`src/rtl/cmd_tag_arbiter_if.sv`:
```
// Command/response bundle between the control-unit requesters, the tag arbiter and the PSL command port.
// Use the master modport on the requester/PSL side and the slave modport on the arbiter.
interface cmd_tag_arbiter_if #(
    parameter int NUM_REQ     = 4,
    parameter int TAG_BITS    = 8,
    parameter int CU_ID_RANGE = 8
);
    logic                             enabled_in;
    logic [NUM_REQ-1:0]               req_valid_in;
    logic [NUM_REQ-1:0]               req_ready_out;
    logic [NUM_REQ*13-1:0]            req_cmd_in;
    logic [NUM_REQ*64-1:0]            req_addr_in;
    logic [NUM_REQ*12-1:0]            req_size_in;
    logic [NUM_REQ*CU_ID_RANGE-1:0]   req_cu_id_in;
    logic                             cmd_valid_out;
    logic [TAG_BITS-1:0]              cmd_tag_out;
    logic [12:0]                      cmd_code_out;
    logic [63:0]                      cmd_addr_out;
    logic [11:0]                      cmd_size_out;
    logic                             credit_return_in;
    logic                             rsp_valid_in;
    logic [TAG_BITS-1:0]              rsp_tag_in;
    logic                             rsp_valid_out;
    logic [TAG_BITS-1:0]              rsp_tag_out;
    logic [CU_ID_RANGE-1:0]           rsp_cu_id_out;
    logic                             init_done_out;
    logic [TAG_BITS:0]                outstanding_out;
    logic                             tag_error_out;

    modport master (
        output enabled_in, req_valid_in, req_cmd_in, req_addr_in, req_size_in, req_cu_id_in,
               credit_return_in, rsp_valid_in, rsp_tag_in,
        input  req_ready_out, cmd_valid_out, cmd_tag_out, cmd_code_out, cmd_addr_out, cmd_size_out,
               rsp_valid_out, rsp_tag_out, rsp_cu_id_out, init_done_out, outstanding_out, tag_error_out
    );

    modport slave (
        input  enabled_in, req_valid_in, req_cmd_in, req_addr_in, req_size_in, req_cu_id_in,
               credit_return_in, rsp_valid_in, rsp_tag_in,
        output req_ready_out, cmd_valid_out, cmd_tag_out, cmd_code_out, cmd_addr_out, cmd_size_out,
               rsp_valid_out, rsp_tag_out, rsp_cu_id_out, init_done_out, outstanding_out, tag_error_out
    );
endinterface

```
`src/rtl/cmd_tag_arbiter.sv`:
```
// Round-robin CAPI command arbiter with credit gating, free-list tag allocation and tag->cu_id response routing.
// Latency: grant combinational, command issued 1 cycle after grant, response routed 1 cycle after rsp_valid_in.
// Backpressure: requests held (req_ready_out=0) while disabled, in INIT, out of credits or out of tags. Option: TAG_DOUBLE_FREE_CHECK_EN.
module cmd_tag_arbiter #(
    parameter int NUM_REQ     = 4,
    parameter int TAG_COUNT   = 256,
    parameter int TAG_BITS    = 8,
    parameter int CU_ID_RANGE = 8,
    parameter int CMD_CREDITS = 64
) (
    input logic              clock,
    input logic              rstn,
    cmd_tag_arbiter_if.slave bus
);
    localparam int PTR_W = (NUM_REQ > 1) ? $clog2(NUM_REQ) : 1;
    localparam int CRD_W = $clog2(CMD_CREDITS + 1);
    localparam int CNT_W = TAG_BITS + 1;
    localparam logic [0:0] ST_INIT = 1'b0;
    localparam logic [0:0] ST_RUN  = 1'b1;
    localparam logic [TAG_BITS-1:0] LAST_TAG = TAG_BITS'(TAG_COUNT - 1);

    logic [0:0]             state_q, state_d;
    logic [TAG_BITS-1:0]    init_tag_q, init_tag_d;
    logic                   init_done_q, init_done_d;
    logic [PTR_W-1:0]       ptr_q, ptr_d;
    logic [CRD_W-1:0]       credit_q, credit_d;
    logic [CNT_W-1:0]       out_q, out_d;
    logic [CNT_W-1:0]       fl_cnt_q, fl_cnt_d;
    logic [TAG_BITS-1:0]    fl_rd_q, fl_wr_q;
    logic [TAG_BITS-1:0]    fl_mem [TAG_COUNT];
    logic [CU_ID_RANGE-1:0] owner_mem [TAG_COUNT];

    logic                   cmd_valid_q;
    logic [TAG_BITS-1:0]    cmd_tag_q;
    logic [12:0]            cmd_code_q;
    logic [63:0]            cmd_addr_q;
    logic [11:0]            cmd_size_q;
    logic                   rsp_valid_q;
    logic [TAG_BITS-1:0]    rsp_tag_q;
    logic [CU_ID_RANGE-1:0] rsp_cu_id_q;
    logic                   tag_err_q;

    logic                   win_found;
    logic [PTR_W-1:0]       win_idx;
    logic [PTR_W-1:0]       cand;
    logic                   can_grant, grant;
    logic [TAG_BITS-1:0]    pop_tag;
    logic                   rsp_is_alloc, rsp_ok, rsp_bad;
    logic                   push;
    logic [TAG_BITS-1:0]    push_tag;

    // Search starts just after the last winner so every requester gets a turn.
    always_comb begin
        win_found = 1'b0;
        win_idx   = '0;
        cand      = '0;
        for (int i = 1; i <= NUM_REQ; i++) begin
            cand = PTR_W'(ptr_q + PTR_W'(i));
            if (!win_found && bus.req_valid_in[cand]) begin
                win_found = 1'b1;
                win_idx   = cand;
            end
        end
    end

    // Free count is registered, so a tag freed this cycle is only grantable next cycle.
    assign can_grant = (state_q == ST_RUN) && bus.enabled_in && (fl_cnt_q != '0) && (credit_q != '0);
    assign grant     = can_grant && win_found;
    assign pop_tag   = fl_mem[fl_rd_q];
    assign bus.req_ready_out = grant ? (NUM_REQ'(1) << win_idx) : '0;

`ifdef TAG_DOUBLE_FREE_CHECK_EN
    logic [TAG_COUNT-1:0] alloc_q;
    assign rsp_is_alloc = alloc_q[bus.rsp_tag_in];

    always_ff @(posedge clock or negedge rstn) begin
        if (!rstn) begin
            alloc_q <= '0;
        end else begin
            if (rsp_ok) alloc_q[bus.rsp_tag_in] <= 1'b0;
            if (grant)  alloc_q[pop_tag]        <= 1'b1;
        end
    end
`else
    assign rsp_is_alloc = 1'b1;
`endif

    assign rsp_ok   = bus.rsp_valid_in && (state_q == ST_RUN) && (bus.rsp_tag_in != '0) && rsp_is_alloc;
    assign rsp_bad  = bus.rsp_valid_in && !rsp_ok;
    assign push     = (state_q == ST_INIT) || rsp_ok;
    assign push_tag = (state_q == ST_INIT) ? init_tag_q : bus.rsp_tag_in;

    always_comb begin
        state_d     = state_q;
        init_tag_d  = init_tag_q;
        init_done_d = init_done_q;
        if (state_q == ST_INIT) begin
            init_tag_d = init_tag_q + 1'b1;
            if (init_tag_q == LAST_TAG) begin
                state_d     = ST_RUN;
                init_done_d = 1'b1;
            end
        end
    end

    always_comb begin
        ptr_d    = grant ? win_idx : ptr_q;
        fl_cnt_d = fl_cnt_q + CNT_W'(push) - CNT_W'(grant);
        out_d    = out_q + CNT_W'(grant) - CNT_W'(rsp_ok);
        credit_d = credit_q;
        case ({grant, bus.credit_return_in})
            2'b10:   credit_d = credit_q - 1'b1;
            2'b01:   credit_d = (credit_q == CRD_W'(CMD_CREDITS)) ? credit_q : credit_q + 1'b1;
            default: credit_d = credit_q;
        endcase
    end

    always_ff @(posedge clock or negedge rstn) begin
        if (!rstn) begin
            state_q     <= ST_INIT;
            init_tag_q  <= TAG_BITS'(1);
            init_done_q <= 1'b0;
            ptr_q       <= PTR_W'(NUM_REQ - 1);
            credit_q    <= CRD_W'(CMD_CREDITS);
            out_q       <= '0;
            fl_cnt_q    <= '0;
            fl_rd_q     <= '0;
            fl_wr_q     <= '0;
            cmd_valid_q <= 1'b0;
            cmd_tag_q   <= '0;
            cmd_code_q  <= '0;
            cmd_addr_q  <= '0;
            cmd_size_q  <= '0;
            rsp_valid_q <= 1'b0;
            rsp_tag_q   <= '0;
            rsp_cu_id_q <= '0;
            tag_err_q   <= 1'b0;
        end else begin
            state_q     <= state_d;
            init_tag_q  <= init_tag_d;
            init_done_q <= init_done_d;
            ptr_q       <= ptr_d;
            credit_q    <= credit_d;
            out_q       <= out_d;
            fl_cnt_q    <= fl_cnt_d;
            if (push)  fl_wr_q <= fl_wr_q + 1'b1;
            if (grant) fl_rd_q <= fl_rd_q + 1'b1;
            cmd_valid_q <= grant;
            if (grant) begin
                cmd_tag_q  <= pop_tag;
                cmd_code_q <= bus.req_cmd_in[win_idx*13 +: 13];
                cmd_addr_q <= bus.req_addr_in[win_idx*64 +: 64];
                cmd_size_q <= bus.req_size_in[win_idx*12 +: 12];
            end
            rsp_valid_q <= rsp_ok;
            if (rsp_ok) begin
                rsp_tag_q   <= bus.rsp_tag_in;
                rsp_cu_id_q <= owner_mem[bus.rsp_tag_in];
            end
            tag_err_q <= tag_err_q | rsp_bad;
        end
    end

    // Storage arrays need no reset: INIT rewrites the pool and owners are written before use.
    always_ff @(posedge clock) begin
        if (push)  fl_mem[fl_wr_q]    <= push_tag;
        if (grant) owner_mem[pop_tag] <= bus.req_cu_id_in[win_idx*CU_ID_RANGE +: CU_ID_RANGE];
    end

    assign bus.cmd_valid_out   = cmd_valid_q;
    assign bus.cmd_tag_out     = cmd_tag_q;
    assign bus.cmd_code_out    = cmd_code_q;
    assign bus.cmd_addr_out    = cmd_addr_q;
    assign bus.cmd_size_out    = cmd_size_q;
    assign bus.rsp_valid_out   = rsp_valid_q;
    assign bus.rsp_tag_out     = rsp_tag_q;
    assign bus.rsp_cu_id_out   = rsp_cu_id_q;
    assign bus.init_done_out   = init_done_q;
    assign bus.outstanding_out = out_q;
    assign bus.tag_error_out   = tag_err_q;
endmodule

```
`src/flat_wrapper.sv`:
```
// flat-port wrapper written by rule: the top's interface ports become plain ports
module cmd_tag_arbiter_flat 
#(
    parameter int NUM_REQ     = 4,
    parameter int TAG_COUNT   = 256,
    parameter int TAG_BITS    = 8,
    parameter int CU_ID_RANGE = 8,
    parameter int CMD_CREDITS = 64
)
  (clock, rstn, bus_enabled_in, bus_req_valid_in, bus_req_cmd_in, bus_req_addr_in, bus_req_size_in, bus_req_cu_id_in, bus_credit_return_in, bus_rsp_valid_in, bus_rsp_tag_in, bus_req_ready_out, bus_cmd_valid_out, bus_cmd_tag_out, bus_cmd_code_out, bus_cmd_addr_out, bus_cmd_size_out, bus_rsp_valid_out, bus_rsp_tag_out, bus_rsp_cu_id_out, bus_init_done_out, bus_outstanding_out, bus_tag_error_out);
  cmd_tag_arbiter_if #(.NUM_REQ(NUM_REQ), .TAG_BITS(TAG_BITS), .CU_ID_RANGE(CU_ID_RANGE)) bus_i ();
  input logic clock;
  input logic rstn;
  input wire logic [$bits(bus_i.enabled_in)-1:0] bus_enabled_in;
  input wire logic [$bits(bus_i.req_valid_in)-1:0] bus_req_valid_in;
  input wire logic [$bits(bus_i.req_cmd_in)-1:0] bus_req_cmd_in;
  input wire logic [$bits(bus_i.req_addr_in)-1:0] bus_req_addr_in;
  input wire logic [$bits(bus_i.req_size_in)-1:0] bus_req_size_in;
  input wire logic [$bits(bus_i.req_cu_id_in)-1:0] bus_req_cu_id_in;
  input wire logic [$bits(bus_i.credit_return_in)-1:0] bus_credit_return_in;
  input wire logic [$bits(bus_i.rsp_valid_in)-1:0] bus_rsp_valid_in;
  input wire logic [$bits(bus_i.rsp_tag_in)-1:0] bus_rsp_tag_in;
  output wire logic [$bits(bus_i.req_ready_out)-1:0] bus_req_ready_out;
  output wire logic [$bits(bus_i.cmd_valid_out)-1:0] bus_cmd_valid_out;
  output wire logic [$bits(bus_i.cmd_tag_out)-1:0] bus_cmd_tag_out;
  output wire logic [$bits(bus_i.cmd_code_out)-1:0] bus_cmd_code_out;
  output wire logic [$bits(bus_i.cmd_addr_out)-1:0] bus_cmd_addr_out;
  output wire logic [$bits(bus_i.cmd_size_out)-1:0] bus_cmd_size_out;
  output wire logic [$bits(bus_i.rsp_valid_out)-1:0] bus_rsp_valid_out;
  output wire logic [$bits(bus_i.rsp_tag_out)-1:0] bus_rsp_tag_out;
  output wire logic [$bits(bus_i.rsp_cu_id_out)-1:0] bus_rsp_cu_id_out;
  output wire logic [$bits(bus_i.init_done_out)-1:0] bus_init_done_out;
  output wire logic [$bits(bus_i.outstanding_out)-1:0] bus_outstanding_out;
  output wire logic [$bits(bus_i.tag_error_out)-1:0] bus_tag_error_out;
  assign bus_i.enabled_in = bus_enabled_in;
  assign bus_i.req_valid_in = bus_req_valid_in;
  assign bus_i.req_cmd_in = bus_req_cmd_in;
  assign bus_i.req_addr_in = bus_req_addr_in;
  assign bus_i.req_size_in = bus_req_size_in;
  assign bus_i.req_cu_id_in = bus_req_cu_id_in;
  assign bus_i.credit_return_in = bus_credit_return_in;
  assign bus_i.rsp_valid_in = bus_rsp_valid_in;
  assign bus_i.rsp_tag_in = bus_rsp_tag_in;
  assign bus_req_ready_out = bus_i.req_ready_out;
  assign bus_cmd_valid_out = bus_i.cmd_valid_out;
  assign bus_cmd_tag_out = bus_i.cmd_tag_out;
  assign bus_cmd_code_out = bus_i.cmd_code_out;
  assign bus_cmd_addr_out = bus_i.cmd_addr_out;
  assign bus_cmd_size_out = bus_i.cmd_size_out;
  assign bus_rsp_valid_out = bus_i.rsp_valid_out;
  assign bus_rsp_tag_out = bus_i.rsp_tag_out;
  assign bus_rsp_cu_id_out = bus_i.rsp_cu_id_out;
  assign bus_init_done_out = bus_i.init_done_out;
  assign bus_outstanding_out = bus_i.outstanding_out;
  assign bus_tag_error_out = bus_i.tag_error_out;
  cmd_tag_arbiter #(.NUM_REQ(NUM_REQ), .TAG_COUNT(TAG_COUNT), .TAG_BITS(TAG_BITS), .CU_ID_RANGE(CU_ID_RANGE), .CMD_CREDITS(CMD_CREDITS)) u_core (.clock(clock), .rstn(rstn), .bus(bus_i));
endmodule
```
`config.mk`:
```
export PLATFORM = sky130hd
export DESIGN_NAME = cmd_tag_arbiter_flat
export DESIGN_NICKNAME = d
export VERILOG_FILES = /design/src/rtl/cmd_tag_arbiter_if.sv /design/src/rtl/cmd_tag_arbiter.sv /design/src/flat_wrapper.sv
export SDC_FILE = /design/constraint.sdc
export NUM_CORES = 2
export LEC_CHECK = 0
export BUFFER_PORTS_ARGS = -buffer_cell sky130_fd_sc_hd__buf_2
export CORE_MARGIN = 4
export CORE_UTILIZATION = 35
export CTS_CLUSTER_DIAMETER = 120
export CTS_CLUSTER_SIZE = 20
export DETAILED_ROUTE_END_ITERATION = 12
export PLACE_DENSITY = 0.49
export SLEW_MARGIN = 5
export SYNTH_ARGS = -nofsm -noshare
export SYNTH_HDL_FRONTEND = slang
export SYNTH_SLANG_ARGS = --single-unit
```
`constraint.sdc`:
```
create_clock -name clock -period 22.7 [get_ports clock]
set_input_delay 2.27 -clock clock [delete_from_list [all_inputs] [get_ports clock]]
set_output_delay 2.27 -clock clock [all_outputs]
set_load 0.005 [all_outputs]
```
[After elaboration in Yosys (flattened, before gate mapping)]
Memories as Yosys holds them, arrays and structs flattened. A register that Yosys moved wholly into a read port is not among the register bits.
Cells that the tools add are included.
Storage, ports and cells
  register bits: 161
  bits in latches: 0
  bits in writable memories: 4096
  bits in read-only memories: 0
  input port bits: 405
  output and inout bits: 130
  logic and storage cells: 97
  memories: 2
Memories
  u_core.fl_mem: depth 256, bits a word 8, read ports 1, clocked after Yosys merged registers in 0, wr ports 1, line cmd_tag_arbiter.sv:30  | logic [TAG_BITS-1:0] fl_mem [TAG_COUNT];
  u_core.owner_mem: depth 256, bits a word 8, read ports 1, clocked after Yosys merged registers in 1, wr ports 1, line cmd_tag_arbiter.sv:31  | logic [CU_ID_RANGE-1:0] owner_mem [TAG_COUNT];
Cells by class
  $add $sub $neg: 12
  multipliers: 2
  divide/modulo/power cells: 0
  order comparisons: 4
  equal/unequal tests: 5
  shift-type cells: 5
  mux-type cells: 26
  bitwise gates (word level): 2
  reductions and logical operators: 22
Operators by type and width (count)
  $shiftx A256 B9 Y64: 1
  $shiftx A52 B7 Y13: 1
  $shiftx A48 B7 Y12: 1
  $shiftx A32 B6 Y8: 1
  $add A8 B1 Y8 const B: 3
  $add A9 B1 Y9: 2
  $sub A9 B1 Y9: 2
  $mux W1: 14
  $pmux W7 S2: 1
  $lt A2 B3 Y1 const B: 4
  $logic_and A1 B1 Y1: 10
  $reduce_bool A9 Y1: 1
  $bmux W1 S2: 4
  $eq A8 B8 Y1 const B: 1
  $mux W2: 4
  $mux W8: 1
  $reduce_bool A8 Y1: 1
  $add A7 B1 Y7 const B: 1
  $eq A7 B7 Y1 const B: 1
  $mux W7: 1
  $reduce_bool A7 Y1: 1
  $sub A7 B1 Y7 const B: 1
  $mul A2 B4 Y6 const B: 1
  $logic_not A1 Y1: 5
  other kinds (13): 15

[Longest topological paths before layout]
  word-level depth: 17
  gate-level depth with buffers: 22
  depth with buffers taken out: 18

[Worst setup path before layout]
OpenSTA, ideal clock, no wires.
  kind: input port to flip-flop
  from: input bus_req_valid_in[0]
  to: memory u_core.owner_mem[0][1], data pin
  setup time: 1.731 ns
  data arrival time: 11.126 ns
  path slack: 9.843 ns
  stages: 8
  buffers on the path: 3
  cells stage by stage: nor2_1 a21oi_1 a21o_1 clkbuf_1 clkbuf_1 clkbuf_1 nand2_1 a31oi_1
Between the ends
  word-level cells in the longest chain between the ends: 13
  elaborated cells on any way between the ends: 22
  those cells by class: shift (1); mux (15); reduce/logical (6)
Ends and longest elaborated chain
  from (decl): line flat_wrapper.sv:15  | input wire logic [$bits(bus_i.req_valid_in)-1:0] bus_req_valid_in;
  $bmux W1 S2: line cmd_tag_arbiter.sv:59  | if (!win_found && bus.req_valid_in[cand]) begin
  $mux W1 (implied by the code): line cmd_tag_arbiter.sv:59
  $mux W1: line cmd_tag_arbiter.sv:59
  $logic_not A1 Y1: line cmd_tag_arbiter.sv:59
  $logic_and A1 B1 Y1: line cmd_tag_arbiter.sv:59
  $mux W1: line cmd_tag_arbiter.sv:59
  $logic_not A1 Y1: line cmd_tag_arbiter.sv:59
  $logic_and A1 B1 Y1: line cmd_tag_arbiter.sv:59
  $mux W1: line cmd_tag_arbiter.sv:59
  $logic_not A1 Y1: line cmd_tag_arbiter.sv:59
  $logic_and A1 B1 Y1: line cmd_tag_arbiter.sv:59
  $mux W2 (*): line cmd_tag_arbiter.sv:59
  $shiftx A32 B6 Y8 (*): line cmd_tag_arbiter.sv:167  | if (grant) owner_mem[pop_tag] <= bus.req_cu_id_in[win_idx*CU_ID_RANGE +: CU_ID_RANGE];
  to (decl): line cmd_tag_arbiter.sv:31
Mark *: on every way between the ends. The rest lies on a longest branch, timed or not. The select of a mux whose other input is x is not followed.

[Final worst setup path]
  from: register u_core.fl_rd_q[0]
  to: memory u_core.owner_mem[76][5] (enable)
Between the ends
  word-level cells in the longest chain between the ends: 1
Ends and longest elaborated chain
  from (decl): line cmd_tag_arbiter.sv:29  | logic [TAG_BITS-1:0] fl_rd_q, fl_wr_q;
  from (signal assigned): line cmd_tag_arbiter.sv:147  | if (grant) fl_rd_q <= fl_rd_q + 1'b1;
  $mem_v2 Z256 W8
No other way between the ends.

==> results.cfg <==
[global_route]
track_usage = 0.191
antenna_found_initial = 26
grt_pass1_wl_um = 679000
grt_pass1_vias = 85700
grt_max_degree = 207
gr-total-overflow = 0

[drt]
route.vias.total = 84700
routedWlPerCell_um = 31.2
drc = 0
dr.pass1.iters = 8
wirelength_um = 483000
routed_via_density = 5.47
drtIter0Drc = 8946
ant_nets = 0

[sta]
skew_ns = 0.0931
slew_headroom = 0.0776
hold_violations = 0
final_max_slew_viol_count = 0
tns_ns = 0
worst_pin_slew_ns = 1.38
setup_ws_ns = 14.50
rsz0062_at_grt = no
setup_viol = 0
holdWs_ns = 0.478
finalCriticalPeriod_ns = 8.20
fmax_mhz = 122
timing.final.crit_share = 0.361

[synth]
synth_area_sq_um = 169000
synth.avg_cell_area_sq_um = 20.0
ys_top_cells_by_count = edfxtp_1, mux4_2, nand2_1, nor2_1, clkbuf_1
syn-instance-count = 8473
synth_seq_area_share = 0.752
post-synth-top-area-fraction = 0.727
ys_async_sr_fraction = 0.0396
synth_cell_types = 82
synth_area_leaders = edfxtp_1, mux4_2, dfrtp_1
ys_ff_latch = 4265
yosys.area.top_type = edfxtp_1
synth_edf_count = 4096
yosysMostFrequentCell = edfxtp_1
mappedNetlistNets = 8913
ys.flop_type = edfxtp_1
synth_warnings = 0

[pwr]
p_comb_frac = 0.043
clkPwrFrac = 0.327
p_int_mw = 10.8
power_density_nw_per_um2 = 73.7
p_leak_nw = 54.4
p_switching_mw = 2.94
seq_power_share = 0.629
switching_share = 0.214
peakVddDrop_mv = 0.0654

[run_status]
outcome = finished clean

[layout]
design_area_sq_um = 186000
final_nets = 9356
area_growth_pct = 10.1
final_cell_count_no_fill = 15500
drive_above_1_share = 0.247

[place]
hpwl_um = 301000
dpl_worst_slack_ns = 13.77
gp_congestion = 0.935
portBuffers = 534
dp_cells = 15100
dpl_cell_area_sq_um = 180000

[die]
io_pins = 535
dieWidth_um = 703
die_area_sq_um = 494000
die_h_um = 703
initial_core_util = 0.351
coreArea_sq_um = 482000
row_count = 255

[clock_network]
cts_tree = yes
clkTransAtPathRegs_ns = 0.09
cts_resized = 0
cts_made_buffers = 237
clock_path_buffers = 4
htree_levels = 4
root_buffer = clkbuf_16
postCtsHoldBufs = 0
cts.sinks = 4265
clock_latency_ns = 0.97
post_cts_buffers = 0

[setup_path]
path_max_fanout = 97
crit_type = reg -> reg
ff2ff_setup_slack_ns = 14.50
cp-end-kind = flip-flop
arrival_ns = 8.78
cp-start-kind = flip-flop
required_ns = 23.29

[worst_hold_path]
hold_path_class = reg -> reg

[job]
drv_cap = 0
worst max-delay path, cell delays in order, from the launching register on:
cell and delay (ns):
dfrtp_4 1.00, buf_12 0.50, buf_12 0.56, buf_4 0.79
mux4_2 0.59, mux2i_1 0.23, o21ai_0 0.15, nor3_1 0.38
a221oi_1 0.31, a31oi_4 0.24, buf_4 0.42, nand4b_1 0.97
nor2_1 1.02
placed cells by master, fill, tap and decap left out, types with 9 or more instances in the layout:
| master | Yosys | layout |
|---|---|---|
| edfxtp_1 | 4096 | 4096 |
| mux4_2 | 1108 | 1108 |
| nand2_1 | 713 | 704 |
| nor2_1 | 551 | 548 |
| buf_2 | 66 | 528 |
| mux2i_1 | 245 | 245 |
| clkbuf_16 | 0 | 239 |
| o21ai_0 | 228 | 228 |
| buf_4 | 40 | 183 |
| dfrtp_1 | 165 | 159 |
| clkbuf_1 | 321 | 114 |
| nand3_1 | 111 | 111 |
| a21oi_1 | 76 | 71 |
| a22oi_1 | 70 | 70 |
| nor2b_1 | 63 | 61 |
| inv_1 | 39 | 38 |
| xnor2_1 | 33 | 33 |
| ha_1 | 32 | 32 |
| mux2_2 | 37 | 30 |
| o22ai_1 | 26 | 26 |
| a211oi_1 | 25 | 25 |
| a221oi_1 | 21 | 21 |
| a32oi_1 | 21 | 21 |
| nor3_1 | 17 | 17 |
| a31o_2 | 17 | 17 |
| o211ai_1 | 16 | 16 |
| o22ai_4 | 0 | 16 |
| buf_12 | 2 | 13 |
| and2_1 | 12 | 12 |
| nand4_1 | 12 | 12 |
| nand2b_1 | 11 | 11 |
| diode_2 | 0 | 10 |
| xor2_1 | 9 | 9 |
| o21bai_1 | 9 | 9 |
| a31oi_4 | 0 | 9 |
| nor3_2 | 9 | 9 |
sequential cells by signal (all words and copies together) (netlist names), 9 cells and up:
name and cells:
u_core.bus.cmd_size_out 12, u_core.bus.outstanding_out 9, u_core.bus.cmd_code_out 13, u_core.fl_mem 2048, u_core.fl_cnt_q 9, u_core.bus.cmd_addr_out 64
u_core.owner_mem 2048
power groups by stage:
stage                     clock, mW  combinational, mW  sequential (mW)
after CTS                      4.61              0.616             8.64
after global placement            0              0.609             8.81
final                          4.49              0.597             8.64
after floorplan                   0              0.310             8.89
after detailed placement          0              0.616             8.82
after global routing           4.91              0.638             8.64
stage by stage:
step	util	power [mW]
floorplan	-	9.20
global placement	0.373	9.42
detailed placement	0.373	9.43
CTS	0.387	13.9
global route	0.387	14.2
finish	0.387	13.7
logic make-up after synthesis:
group / synth area share
simple gates: 0.0389
mux: 0.165
buf+inv: 0.0154
flops: 0.752
fa+ha+maj: 0.00272
compound gates: 0.0238
xor+xnor: 0.00218
per-layer routing:
layer | track usage | wire, um | vias to the layer above
met3 | 0.0233 | 28000 | 484
met4 | 0.0451 | 12200 | 4
met1 | 0.269 | 206000 | 46100
met5 | 0 | 27 | -
met2 | 0.319 | 236000 | 2992
li1 | - | - | 35100
cell type report:
type / count / area (sq um)
multi-input cells: 3643 / 39800
diodes: 10 / 25.0
well taps: 6425 / 8040
fillers: 43400 / 296000
repair buffers: 729 / 4350
inverters: 40 / 151
clock inverters: 15 / 203
clock buffers: 353 / 6410
flip-flops and latches: 4265 / 127000
worst paths after layout:
kind,to,cells after the start,startpoint
hold reg to reg,u_core.bus.rsp_tag_out[5],2,u_core.bus.rsp_tag_out[5]
setup reg to reg,u_core.owner_mem[76][5],12,u_core.fl_rd_q[0]
hold / removal,u_core.bus.rsp_tag_out[5],2,u_core.bus.rsp_tag_out[5]
max in group asynchronous,u_core.fl_rd_q[0],2,rstn
min in group asynchronous,u_core.bus.cmd_addr_out[37],1,rstn
setup / recovery,u_core.owner_mem[76][5],12,u_core.fl_rd_q[0]
Power figures use the tool's default switching activity.
